==> src/rtl/write_buffer.sv <==
// Byte-to-word packer with a small word FIFO feeding the memory controller through a
// WRITE_CMD/WRITE_ACK handshake; ROW_WRITE counts acknowledged words.
module write_buffer #(
    parameter int         DEPTH    = 4,
    parameter int         ROWS     = 8192,
    parameter logic [7:0] PAD_BYTE = 8'h00
) (
    input  logic        CLK_48MHZ,
    input  logic        RESET,
    input  logic        BYTE_VALID,
    input  logic [7:0]  BYTE_IN,
    input  logic        FLUSH,
    input  logic        WRITE_ACK,
    output logic        WRITE_CMD,
    output logic [15:0] DATA_WRITE,
    output logic [12:0] ROW_WRITE,
    output logic        FULL,
    output logic        EMPTY,
    output logic        OVERFLOW
);

    localparam int          AW       = (DEPTH > 1) ? $clog2(DEPTH) : 1;
    localparam int          CW       = AW + 1;
    localparam logic [CW-1:0] CNT_FULL = CW'(DEPTH);
    localparam logic [12:0] ROW_LAST = 13'(ROWS - 1);

    typedef enum logic {
        IDLE,
        BUSY
    } state_t;

    state_t        state_q, state_d;

    logic          pending_q, pending_d;
    logic [7:0]    low_q, low_d;

    logic [15:0]   mem_q [DEPTH];
    logic [AW-1:0] wr_ptr_q, wr_ptr_d;
    logic [AW-1:0] rd_ptr_q, rd_ptr_d;
    logic [CW-1:0] count_q, count_d;

    logic          cmd_q, cmd_d;
    logic [15:0]   data_q, data_d;
    logic [12:0]   row_q, row_d;
    logic          full_q, full_d;
    logic          empty_q, empty_d;
    logic          ovf_q, ovf_d;

    logic          push_req;
    logic          push;
    logic          pop;
    logic          can_push;
    logic [15:0]   push_word;

    // Packer: decides whether this cycle produces a word and what the pending half word becomes.
    always_comb begin
        pending_d = pending_q;
        low_d     = low_q;
        push_req  = 1'b0;
        push_word = 16'h0000;

        pop      = (state_q == BUSY) && WRITE_ACK;
        can_push = (count_q != CNT_FULL) || pop;

        if (BYTE_VALID) begin
            if (pending_q) begin
                push_req  = 1'b1;
                push_word = {BYTE_IN, low_q};
            end else if (FLUSH) begin
                push_req  = 1'b1;
                push_word = {PAD_BYTE, BYTE_IN};
            end
        end else if (FLUSH && pending_q) begin
            push_req  = 1'b1;
            push_word = {PAD_BYTE, low_q};
        end

        push = push_req && can_push;

        // A lone first byte is always captured, even if its padded word cannot enter the FIFO.
        if (BYTE_VALID && !pending_q) begin
            low_d     = BYTE_IN;
            pending_d = !push;
        end else if (push) begin
            pending_d = 1'b0;
        end

        ovf_d = ovf_q || (push_req && !can_push);
    end

    // FIFO bookkeeping and registered status flags.
    always_comb begin
        wr_ptr_d = push ? wr_ptr_q + AW'(1) : wr_ptr_q;
        rd_ptr_d = pop  ? rd_ptr_q + AW'(1) : rd_ptr_q;

        count_d = count_q;
        if (push && !pop) begin
            count_d = count_q + CW'(1);
        end else if (pop && !push) begin
            count_d = count_q - CW'(1);
        end

        full_d  = (count_d == CNT_FULL);
        empty_d = (count_d == '0) && !pending_d;
    end

    // Write handshake FSM; issues the FIFO head and pops it only once acknowledged.
    always_comb begin
        state_d = state_q;
        cmd_d   = cmd_q;
        data_d  = data_q;
        row_d   = row_q;

        case (state_q)
            IDLE: begin
                if (count_q != '0) begin
                    data_d  = mem_q[rd_ptr_q];
                    cmd_d   = 1'b1;
                    state_d = BUSY;
                end
            end
            BUSY: begin
                if (WRITE_ACK) begin
                    cmd_d   = 1'b0;
                    state_d = IDLE;
                    row_d   = (row_q == ROW_LAST) ? 13'd0 : row_q + 13'd1;
                end
            end
            default: begin
                state_d = IDLE;
                cmd_d   = 1'b0;
            end
        endcase
    end

    always_ff @(posedge CLK_48MHZ or negedge RESET) begin
        if (!RESET) begin
            state_q   <= IDLE;
            pending_q <= 1'b0;
            low_q     <= 8'h00;
            wr_ptr_q  <= '0;
            rd_ptr_q  <= '0;
            count_q   <= '0;
            cmd_q     <= 1'b0;
            data_q    <= 16'h0000;
            row_q     <= 13'd0;
            full_q    <= 1'b0;
            empty_q   <= 1'b1;
            ovf_q     <= 1'b0;
        end else begin
            state_q   <= state_d;
            pending_q <= pending_d;
            low_q     <= low_d;
            wr_ptr_q  <= wr_ptr_d;
            rd_ptr_q  <= rd_ptr_d;
            count_q   <= count_d;
            cmd_q     <= cmd_d;
            data_q    <= data_d;
            row_q     <= row_d;
            full_q    <= full_d;
            empty_q   <= empty_d;
            ovf_q     <= ovf_d;
        end
    end

    // Storage is only read at indices the pointers have written, so it needs no reset.
    always_ff @(posedge CLK_48MHZ) begin
        if (push) begin
            mem_q[wr_ptr_q] <= push_word;
        end
    end

    assign WRITE_CMD  = cmd_q;
    assign DATA_WRITE = data_q;
    assign ROW_WRITE  = row_q;
    assign FULL       = full_q;
    assign EMPTY      = empty_q;
    assign OVERFLOW   = ovf_q;

endmodule
==> config.mk <==
export PLATFORM = sky130hd
export DESIGN_NAME = write_buffer
export DESIGN_NICKNAME = d
export VERILOG_FILES = /design/src/rtl/write_buffer.sv
export SDC_FILE = /design/constraint.sdc
export NUM_CORES = 1
export LEC_CHECK = 0
export CORE_ASPECT_RATIO = 0.75
export CORE_MARGIN = 4
export CORE_UTILIZATION = 55
export CTS_BUF_LIST = sky130_fd_sc_hd__clkbuf_4 sky130_fd_sc_hd__clkbuf_8
export CTS_CLUSTER_DIAMETER = 30
export CTS_CLUSTER_SIZE = 40
export DETAILED_ROUTE_END_ITERATION = 10
export PLACE_DENSITY = 0.77
export REMOVE_ABC_BUFFERS = 1
export SETUP_SLACK_MARGIN = 0.05
export SYNTH_ARGS = -nofsm -noshare
export SYNTH_HDL_FRONTEND = slang
export SYNTH_SLANG_ARGS = --single-unit
==> constraint.sdc <==
create_clock -name CLK_48MHZ -period 3.4 [get_ports CLK_48MHZ]
set_input_delay 0.51 -clock CLK_48MHZ [delete_from_list [all_inputs] [get_ports CLK_48MHZ]]
set_output_delay 0.51 -clock CLK_48MHZ [all_outputs]
set_load 0.005 [all_outputs]
; ---- Yosys cells after proc, flatten, opt, wreduce, memory -nomap -nowiden
; Memories as Yosys holds them, arrays and structs flattened. A register that Yosys moved wholly into a read port is not among the register bits.
; Cells that the tools add are included.
[word_totals]
register_bits = 34
ramBits = 64
input_bits = 13
out_inout_bits = 33
n_memories = 1
[memory_table]
columns = name, words, width, rd, rd_clocked_by_memory_dff, write_ports, line
row1 = mem_q, 4, 16, 1, 1, 1, 37  ; logic [15:0] mem_q [DEPTH];
[classes]
addsub = 5
n_eq_ne = 5
n_mux = 21
bitwise = 1
reduce_logical = 21
[op_table]
columns = op, n
row1 = two-way mux 16 bit, 2
row2 = two-way mux 8 bit, 2
row3 = adder 13 x 1 -> 13 bit (second input constant), 1
row4 = == test 13 bit (second input constant), 1
row5 = two-way mux 13 bit, 1
row6 = two-way mux 1 bit, 12
row7 = logical AND 1 bit, 8
row8 = zero test 1 bit, 6
row9 = two-way mux 3 bit, 2
row10 = AND reduction 2 bit, 3
row11 = adder 2 x 1 -> 2 bit (second input constant), 2
row12 = != test 2 bit (second input constant), 2
row13 = case mux 1 bit (2 select lines), 2
row14 = adder 3 x 1 -> 3 bit (second input constant), 1
row15 = == test 3 bit (second input constant), 1
row16 = zero test 3 bit, 1
row17 = != test 3 bit (second input constant), 1
row18 = nonzero test 3 bit, 1
row19 = subtractor 3 x 1 -> 3 bit (second input constant), 1
row20 = logical OR 1 bit, 2
row21 = NOT 1 bit, 1

; ---- Longest topological paths before layout
[logic_depth]
word_depth = 10
ltp_mapped = 6
depth_no_buf = 6

; ---- Least setup slack after synthesis
; Ideal clock, no wire load.
[synth_path]
path_kind = register to register
start = register count_q[0]
end = memory mem_q[0][0], enable pin
setup_time_ns = 0.374
arrival_time_ns = 1.685
required_ns = 3.026
setup_slack_ns = 1.341
stages_incl_launch_ff = 6
period_less_slack_ns = 2.059
cell_sequence = dfrtp_1 > inv_1 > ha_1 > and3_2 > nor2b_1 > and2_1
[synth_between]
elab_chain_cells = 5
[synth_lines]
columns = item, line
row1 = from (decl), 40  ; logic [CW-1:0] count_q, count_d;
row2 = from (signal assigned), 156  ; count_q <= count_d;
row3 = != test 3 bit, 63  ; can_push = (count_q != CNT_FULL) || pop;
row4 = logical OR 1 bit, 63
row5 = logical AND 1 bit, 78  ; push = push_req && can_push;
row6 = two-way mux 1 bit, 168  ; if (push) begin
row7 = two-way mux 1 bit (implied by the code), 169  ; mem_q[wr_ptr_q] <= push_word;
row8 = to (decl), 37
; Every way passes these cells.

; ---- Worst setup path after layout
[layout_path]
start = input BYTE_VALID
end = memory mem_q[3][9], enable pin
[layout_between]
elab_chain_cells = 4
[layout_lines]
columns = item, line
row1 = from (decl), 10  ; input logic BYTE_VALID,
row2 = two-way mux 1 bit, 65  ; if (BYTE_VALID) begin
row3 = logical AND 1 bit, 78
row4 = two-way mux 1 bit, 168
row5 = two-way mux 1 bit (implied by the code), 169
; Every way passes these cells.

==> flow_summary.ini <==
[pwr]
p_sw_w = 0.00136
p_seq_frac = 0.456
pwr_density_cell_nw_per_um2 = 845
peakVddDrop_mv = 0.473
p_leak_nw = 2.21
clockPowerShare = 0.250
internal-power_w = 0.00343
p_comb_frac = 0.294
swShare = 0.284

[timing]
slew_headroom = 0.466
rsz0062_at_grt = false
finalCriticalPeriod_ns = 2.39
tightest_slew_ns = 0.802
finalSetupViolCount = 0
finalSetupTns_ns = 0
timing.fmax_ghz = 0.419
finClkSkew_ns = 0.0118
report.final.hold_viol_count = 0
fin_crit_sh = 0.702
drv_slew = 0
whs_ns = 0.147

[clocking]
post-cts-setup-buffer-count = 0
root_buffer = clkbuf_8
clock_latency_ns = 0.42
cts-resized-gates = 0
ctsHoldBuffers = 0
cts.clk_slew.worst_paths_ns = 0.06
cts_buffers = 17
cts_tree = done
htreeDepth = 4
cts_buffer_depth = 2
cts_sinks = 114

[synthesis]
yosys_most_used_dff = edfxtp_1
ys_warn_count = 0
seq_area_frac_synth = 0.673
avgSynthCellArea_um2 = 16.3
synthArstFlopShare = 0.439
synth_area_leader_cell = edfxtp_1
synth_area_um2 = 4720
synth-edff-count = 64
synth_top_area_share = 0.408
ys_ff_latch = 114
synthCells = 289
ys_types = 52
synth.area.top_cells = edfxtp_1, dfrtp_1, mux4_2

[cells_and_area]
area_growth_pct = 20.1
nets = 370
postLayoutCellArea_um2 = 5670
diodes = 0
fin_cells = 467
drive_gt1_frac = 0.243

[place]
dp_cells = 435
gp_congestion = 0.810
portBuffers = 45
dpl_cell_area_um2 = 5290
dp_hpwl_um = 5850

[route]
vias = 2614
drt-wirelength-per-cell_um = 18.7
routed_wl_um = 8740
drcViolationCount = 0
drtPass1Iterations = 6
ant_nets = 0
viasPerCell = 5.60
dr.first_iter.drc_count = 206

[worst_setup_path]
end_kind = flip-flop
critPathMaxStageDelay_ns = 0.73
rr_startpoint = count_q[0]$_DFF_PN0_
crit_path_start_kind = primary input
required_ns = 3.49
crit_chain = clkdlybuf4s50_1 -> maj3_2 -> nor2b_1 -> and2_1 -> buf_4
cp_num_buf_inv = 2
reg2reg_slack_ns = 1.25
crit_path_max_fanout = 16
path_class = in -> reg
r2r_end = mem_q[3][9]$_DFFE_PP_
worst_path_max_delay_cell = clkdlybuf4s50_1
cpLargestDelayFamily = buffers and inverters
cp.arrival_ns = 2.48
worst_r2r_path_depth = 6

[grt]
grt_remaining_overflow = 0
antenna_found_initial = 0
grt_pass1_vias = 2708
grt_pass1_wl_um = 14200
grt_max_degree = 33
grtUsageTotal = 0.193

[floorplan]
dieWidth_um = 115
rows = 28
initial_utilization = 0.580
ios = 46
die_area_um2 = 10100
fp.coreArea_um2 = 8130
die_y_um = 88.2

[worst_hold_path]
min_path_type = in -> async

[run]
maxCapViolations = 0

[run_status]
status = completed
power by group through the flow:
stage / clock [W] / sequential [W] / combinational (W)
finish: 0.00119 / 0.00218 / 0.00141
global route: 0.00129 / 0.00224 / 0.00155
CTS: 0.00122 / 0.00219 / 0.00143
detailed placement: 0 / 0.00221 / 0.00142
global placement: 0 / 0.00219 / 0.00139
floorplan: 0 / 0.00218 / 0.000812
cell usage after synthesis, drive strengths merged (3+ instances only):
| library cell | count |
|---|---|
| a21oi | 4 |
| a22o | 7 |
| and2 | 5 |
| and3 | 10 |
| buf | 7 |
| clkbuf | 4 |
| dfrtp | 49 |
| edfxtp | 64 |
| ha | 8 |
| inv | 9 |
| mux2 | 25 |
| mux4 | 16 |
| nand2 | 13 |
| nand3 | 3 |
| nand4 | 3 |
| nor2 | 10 |
| nor2b | 3 |
| nor3 | 6 |
| nor4 | 4 |
| o21ai | 3 |
| xnor2 | 11 |
per-stage QoR:
stage / worst slack (ns) / total power (W) / utilization
finish: 1.01 / 0.00479 / 0.697
global route: 0.893 / 0.00508 / 0.697
CTS: 1.02 / 0.00484 / 0.697
detailed placement: 0.582 / 0.00363 / 0.650
global placement: 0.717 / 0.00358 / 0.650
floorplan: 1.34 / 0.00299 / -
cell usage in the layout (no fill, tap or decap), drive strengths merged, types with 8 or more instances in the layout:
cell type       n
edfxtp         64
dfrtp          49
clkdlybuf4s50  44
mux2           25
clkbuf         24
mux4           16
nand2          13
xnor2          11
nor2           10
and3           10
inv             9
ha              8
buf             8
cell type report:
cell class | count | area, µm²
tap | 105 | 131
clock inverter | 8 | 86.3
multi-input combinational | 155 | 1450
sequential | 114 | 3170
timing repair buffer | 52 | 498
clock buffer | 24 | 293
fill | 556 | 2460
inverter | 9 | 33.8
cells by family (layout without fill, tap and decap cells):
| kind of cell | Yosys count | count (layout) | synth area share |
|---|---|---|---|
| compound gates | 28 | 28 | 0.0443 |
| xor+xnor | 13 | 13 | 0.0241 |
| fa+ha+maj | 9 | 9 | 0.0236 |
| buf+inv | 20 | 93 | 0.0196 |
| mux | 42 | 42 | 0.138 |
| simple gates | 63 | 63 | 0.0769 |
| flops | 114 | 114 | 0.673 |
sequential cells by signal, indices dropped and copies added, names as in the netlist, 2 cells and up:
name	flops
mem_q	64
DATA_WRITE	16
ROW_WRITE	13
low_q	8
count_q	3
rd_ptr_q	2
wr_ptr_q	2
layer usage:
layer  GRT usage  wire length, µm
met5           0                0
met4      0.0714               78
met3      0.0656              584
met2       0.287             4120
met1       0.267             3950
how the worst max path moves through the flow:
stage               cells past startpoint  slack (ns)                  from                     end
global placement                        5        0.72            BYTE_VALID   mem_q[1][3]$_DFFE_PP_
detailed placement                      5        0.58            BYTE_VALID  mem_q[3][11]$_DFFE_PP_
global route                            5        0.89            BYTE_VALID   mem_q[3][9]$_DFFE_PP_
floorplan                               5        1.34  count_q[0]$_DFF_PN0_   mem_q[0][0]$_DFFE_PP_
finish                                  5        1.01            BYTE_VALID   mem_q[3][9]$_DFFE_PP_
CTS                                     5        1.02            BYTE_VALID  mem_q[3][15]$_DFFE_PP_
Power figures use the tool's default switching activity.
